**config.mk**
```make
export PLATFORM = sky130hd
export DESIGN_NAME = mem_access_seq
export DESIGN_NICKNAME = d
export VERILOG_FILES = /design/src/rtl/mem_access_seq_pkg.sv /design/src/rtl/mem_access_seq_load_ext.sv /design/src/rtl/mem_access_seq.sv
export SDC_FILE = /design/constraint.sdc
export NUM_CORES = 1
export LEC_CHECK = 0
export BUFFER_PORTS_ARGS = -buffer_cell sky130_fd_sc_hd__buf_2
export CAP_MARGIN = 20
export CORE_UTILIZATION = 49
export DETAILED_ROUTE_END_ITERATION = 6
export GPL_TIMING_DRIVEN = 0
export PLACE_DENSITY = 0.75
export SETUP_SLACK_MARGIN = 0.1
export SLEW_MARGIN = 20
export SYNTH_ARGS = -nofsm -noshare
export SYNTH_HDL_FRONTEND = slang
export SYNTH_SLANG_ARGS = --single-unit
```
**constraint.sdc**
```tcl
create_clock -name clk -period 2.73 [get_ports clk]
set_clock_uncertainty 0.15 [all_clocks]
set_input_delay 0.1365 -clock clk [delete_from_list [all_inputs] [get_ports clk]]
set_output_delay 0.1365 -clock clk [all_outputs]
set_load 0.01 [all_outputs]
```
**src/rtl/mem_access_seq_pkg.sv**
```systemverilog
// rtl/mem_access_seq_pkg.sv - shared size codes, FSM encoding and constants for mem_access_seq
package mem_access_seq_pkg;

    localparam logic [1:0] SZ_B = 2'b00;
    localparam logic [1:0] SZ_H = 2'b01;
    localparam logic [1:0] SZ_W = 2'b10;

    localparam logic [31:0] ZeroWord = 32'h0000_0000;

    typedef enum logic [1:0] {
        ST_IDLE   = 2'd0,
        ST_ACCESS = 2'd1,
        ST_TAIL   = 2'd2,
        ST_DONE   = 2'd3
    } state_t;

    // Size code 11 is treated as a word, same as 10.
    function automatic logic [2:0] size_bytes(input logic [1:0] sz);
        case (sz)
            SZ_B:    size_bytes = 3'd1;
            SZ_H:    size_bytes = 3'd2;
            default: size_bytes = 3'd4;
        endcase
    endfunction

endpackage

```
**src/rtl/mem_access_seq_load_ext.sv**
```systemverilog
// rtl/mem_access_seq_load_ext.sv - sign/zero extension of assembled load data
module mem_load_ext
    import mem_access_seq_pkg::*;
(
    input  logic [31:0] data,
    input  logic [1:0]  size,
    input  logic        is_unsigned,
    output logic [31:0] result
);

    always_comb begin
        result = data;
        case (size)
            SZ_B:    result = {{24{~is_unsigned & data[7]}}, data[7:0]};
            SZ_H:    result = {{16{~is_unsigned & data[15]}}, data[15:0]};
            default: result = data;
        endcase
    end

endmodule

```
**src/rtl/mem_access_seq.sv**
```systemverilog
// rtl/mem_access_seq.sv - MEM-stage sequencer splitting loads/stores into byte requests
module mem_access_seq
    import mem_access_seq_pkg::*;
#(
    parameter int ADDR_W = 32
) (
    input  logic              clk,
    input  logic              rst,
    input  logic              req_valid_i,
    input  logic              req_store_i,
    input  logic [2:0]        req_funct3_i,
    input  logic [ADDR_W-1:0] req_addr_i,
    input  logic [31:0]       req_wdata_i,
    output logic              busy_o,
    output logic              done_o,
    output logic [31:0]       rdata_o,
    output logic              mem_req_o,
    output logic              mem_r_w_o,
    output logic [ADDR_W-1:0] mem_addr_o,
    output logic [7:0]        mem_data_o,
    input  logic [7:0]        mem_data_i
);

    state_t            state_q;
    state_t            state_d;
    logic [2:0]        cnt_q;
    logic [2:0]        n_q;
    logic              store_q;
    logic [2:0]        funct3_q;
    logic [ADDR_W-1:0] addr_q;
    logic [31:0]       wdata_q;
    logic [31:0]       asm_q;
    logic [31:0]       ext_data;
    logic [1:0]        lane;
    logic              last_addr;

    // Read data lags its address cycle by one, so it lands in lane cnt-1.
    assign lane      = cnt_q[1:0] - 2'd1;
    assign last_addr = (cnt_q == n_q - 3'd1);

    mem_load_ext u_load_ext (
        .data        (asm_q),
        .size        (funct3_q[1:0]),
        .is_unsigned (funct3_q[2]),
        .result      (ext_data)
    );

    always_ff @(posedge clk) begin
        if (rst) begin
            state_q <= ST_IDLE;
        end else begin
            state_q <= state_d;
        end
    end

    always_comb begin
        state_d = state_q;
        case (state_q)
            ST_IDLE:   if (req_valid_i) state_d = ST_ACCESS;
            ST_ACCESS: if (last_addr) state_d = store_q ? ST_DONE : ST_TAIL;
            ST_TAIL:   state_d = ST_DONE;
            ST_DONE:   state_d = ST_IDLE;
            default:   state_d = ST_IDLE;
        endcase
    end

    always_ff @(posedge clk) begin
        if (rst) begin
            cnt_q    <= 3'd0;
            n_q      <= 3'd0;
            store_q  <= 1'b0;
            funct3_q <= 3'd0;
            addr_q   <= '0;
            wdata_q  <= ZeroWord;
            asm_q    <= ZeroWord;
        end else begin
            case (state_q)
                ST_IDLE: begin
                    if (req_valid_i) begin
                        store_q  <= req_store_i;
                        funct3_q <= req_funct3_i;
                        addr_q   <= req_addr_i;
                        wdata_q  <= req_wdata_i;
                        n_q      <= size_bytes(req_funct3_i[1:0]);
                        cnt_q    <= 3'd0;
                        asm_q    <= ZeroWord;
                    end
                end
                ST_ACCESS: begin
                    cnt_q <= cnt_q + 3'd1;
                    if (!store_q && cnt_q != 3'd0) begin
                        asm_q[{lane, 3'b000} +: 8] <= mem_data_i;
                    end
                end
                ST_TAIL: asm_q[{lane, 3'b000} +: 8] <= mem_data_i;
                default: ;
            endcase
        end
    end

    always_comb begin
        busy_o     = 1'b0;
        done_o     = 1'b0;
        rdata_o    = ZeroWord;
        mem_req_o  = 1'b0;
        mem_r_w_o  = 1'b0;
        mem_addr_o = '0;
        mem_data_o = 8'h00;
        case (state_q)
            ST_ACCESS: begin
                busy_o     = 1'b1;
                mem_req_o  = 1'b1;
                mem_r_w_o  = store_q;
                mem_addr_o = addr_q + ADDR_W'(cnt_q);
                mem_data_o = store_q ? wdata_q[{cnt_q[1:0], 3'b000} +: 8] : 8'h00;
            end
            ST_TAIL: busy_o = 1'b1;
            ST_DONE: begin
                busy_o = 1'b1;
                done_o = 1'b1;
                if (!store_q) rdata_o = ext_data;
            end
            default: ;
        endcase
    end

endmodule

```
==> impl_metrics.yaml <==
yosys:
  synth-edff-count: 0
  synth.distinct_cells: 55
  synth_seq_cells: 108
  ys_warn_count: 0
  syn-cell-area_um2: 6070
  yosysSeqAreaShare_pct: 35.6
  synth.avg_cell_area_um2: 7.50
  ys.flop_type: "dfxtp_1"
  netlist_instances: 809
  synth.most_common_cell: "nand2_1"
  synth_area_leaders: "dfxtp_1, a21oi_1, nand2_1"
  synth_top_area_cell: "dfxtp_1"
  synth_async_sr_flop_share_pct: 0
  synth.top_cell.area_share_pct: 35.6
  syn-num-nets: 903
  synth_commonest_cells: "nand2_1, a21oi_1, dfxtp_1"
timing:
  tightest_slew_ns: 0.569
  final.setup.worst_slack_ns: -0.129
  fin_setup_tns_ns: -0.987
  grt_setup_unrepaired: "true"
  hold_viol: 0
  fin_crit_sh_pct: 105
  max_freq_mhz: 350
  slew_viol_final: 0
  max_slew_margin_pct: 62.0
  setup_viol: 11
  period_minus_slack_ns: 2.86
min_path:
  hp-class: "in2reg"
  min-delay-start: "req_valid_i"
  worstHoldPathCells: 4
  min_to: "cnt_q[0]$_SDFFE_PP0P_"
run_status:
  violations: "negative setup slack"
  outcome: "finished, violations left"
placement:
  place_ws_ns: -0.489
  place_congestion: 0.958
  placed_area_um2: 7050
  dp.cells: 1130
  hpwl_um: 12900
  port-buffer-count: 153
worst_setup_path:
  cp_max_fo: 6
  r2r-start: "cnt_q[0]$_SDFFE_PP0P_"
  r2r-end: "asm_q[26]$_SDFFE_PP0P_"
  reg2reg_slack_ns: 0.17
  worstPathArrival_ns: 2.57
  crit_chain: "ha_4 > inv_2 > fa_2 > and2b_2 > o2111ai_4 > buf_8 > buf_4 > o311ai_4 > o41ai_2 > buf_2"
  required_ns: 2.44
  rr_worst_depth: 10
  cpPeakStageDelay_ns: 0.39
  path_class: "reg2out"
  crit_slowest_cell: "fa_2"
  critPathLaunchType: "flip-flop"
  crit_path_end_kind: "output port"
detailed_routing:
  avgRoutedWirePerCell_um: 16.6
  ant_nets: 0
  dr_total_vias: 6958
  first_pass_iters: 7
  routed_wl_um: 20600
  initialDrtViolationCount: 470
  vias_per_cell: 5.61
  drcViolationCount: 0
clock_network:
  cts_buffers: 9
  cts_buffer_depth: 2
  cts.clk_slew.worst_paths_ns: 0.07
  ctsRootBufferMaster: "clkbuf_16"
  clock_sinks: 108
  cts_tree: "built"
  cts_htree_levels: 3
  clk_latency_ns: 0.35
global_routing:
  grt_pass1_vias: 6723
  grt_pass1_wl_um: 32200
  antenna_found_initial: 1
  grt_max_degree: 19
  grt.overflow.total: 0
  grtUsageTotal_pct: 31.9
pwr:
  power_frac_seq_pct: 34.8
  power.density_nw_per_um2: 677
  power_frac_comb_pct: 43.6
  p_clk_share_pct: 21.6
  intPower_mw: 3.36
  sw_frac_of_total_pct: 43.1
  p_sw_mw: 2.55
  leakage_nw: 3.52
  vdd_ir_drop_max_v: 0.000491
  finalPower_mw: 5.92
flow_run:
  drv_cap: 0
final_layout:
  final_cells: 1240
  final_area_um2: 8740
  drive_gt1_share_pct: 26.1
  fillers: 890
  syn_to_final_growth_pct: 44.0
  nets: 1160
die:
  pin_count: 155
  start_util_pct: 50.3
  die_y_um: 113
  die_area_um2: 12800
  num_rows: 40
  fp.coreArea_um2: 12100
  die_w_um: 113
==> critical path: cells and delay by family, from the launching register on <==
kind	cells	cell delay [ns]
fa+ha+maj	2	0.53
buf+inv	4	0.53
compound gates	3	0.52
flops	1	0.37
simple gates	1	0.27
==> flip-flops by register name (all words and copies together) (netlist names) <==
register,cells
addr_q,32
store_q,1
asm_q,32
funct3_q,3
n_q,3
cnt_q,3
wdata_q,32
state_q,2
==> power groups by stage <==
stage,registers (mW),clock network [mW],logic [mW]
5_1_grt,2.09,1.35,2.83
2_1_floorplan,1.99,0,1.61
3_5_place_dp,2.06,0,2.22
6_report,2.06,1.28,2.58
3_3_place_gp,2.05,0,2.19
4_1_cts,2.03,1.29,2.41
==> kinds of logic after synthesis <==
logic type | synth area share (%)
AOI/OAI and AO/OA | 20.7
buffers and inverters | 7.65
adders and majority gates | 3.22
muxes | 4.45
xor gates and xnor gates | 1.83
and+or+nand+nor | 26.5
DFF | 35.6
==> layout by cell type (no fill, tap or decap), drive strengths merged, types with 5 or more instances in the layout <==
master,n
dfxtp,108
xor2,5
nand2,161
o31ai,43
clkbuf,70
nor2b,8
nand3,8
mux4,8
and2,20
ha,14
dlygate4sd3,76
nand2b,16
inv,43
nand4,35
and3,5
buf,185
nor2,14
a21oi,144
or4,10
o21ai,15
xnor2,5
nor4,7
nor3,27
mux2i,9
==> per-stage QoR <==
stage / utilization, % / hold WS [ns]
after floorplan: - / 0.122
after global placement: 58.4 / 0.228
after detailed placement: 58.4 / 0.233
after CTS: 70.2 / 0.166
after global routing: 72.5 / 0.271
final: 72.5 / 0.219
==> layout make-up <==
class                   count  area, µm²  area share [%]
diodes                      1       2.50          0.0286
plain buffers              73        387            4.42
clock buffers              11        243            2.78
clock inverters             5       41.3           0.472
inverters                  42        161            1.85
multi-input cells         585       3840            43.9
flip-flops and latches    108       2180            24.9
well taps                 168        210            2.40
repair buffers            247       1680            19.2
==> metal layers <==
layer / global-route usage (%) / vias up / part of all wire [%]
met5: 0 / - / 0
met4: 15.4 / 0 / 3.1
met3: 3.96 / 58 / 6.2
met2: 52.9 / 318 / 48
met1: 41.1 / 3234 / 43
li1: - / 3348 / -
==> worst max-delay path by stage <==
stage                     cells past startpoint                   from                      to
after floorplan                              10  cnt_q[0]$_SDFFE_PP0P_  asm_q[16]$_SDFFE_PP0P_
after global placement                        9  cnt_q[1]$_SDFFE_PP0P_          mem_addr_o[26]
after detailed placement                      9  cnt_q[1]$_SDFFE_PP0P_          mem_addr_o[26]
after CTS                                     8  cnt_q[0]$_SDFFE_PP0P_          mem_addr_o[18]
after global routing                         10  cnt_q[0]$_SDFFE_PP0P_          mem_addr_o[30]
final                                        10  cnt_q[0]$_SDFFE_PP0P_          mem_addr_o[30]
==> what timing repair did <==
action	in CTS	in global routing
pin swaps	15	14
cloned	1	0
buffers inserted	13	5
gates resized for setup	61	63
hold buffers	76	0
setup endpoints to repair	79	60
hold endpoints to repair	79	0
Note: power is estimated with default switching activity, not from simulation.
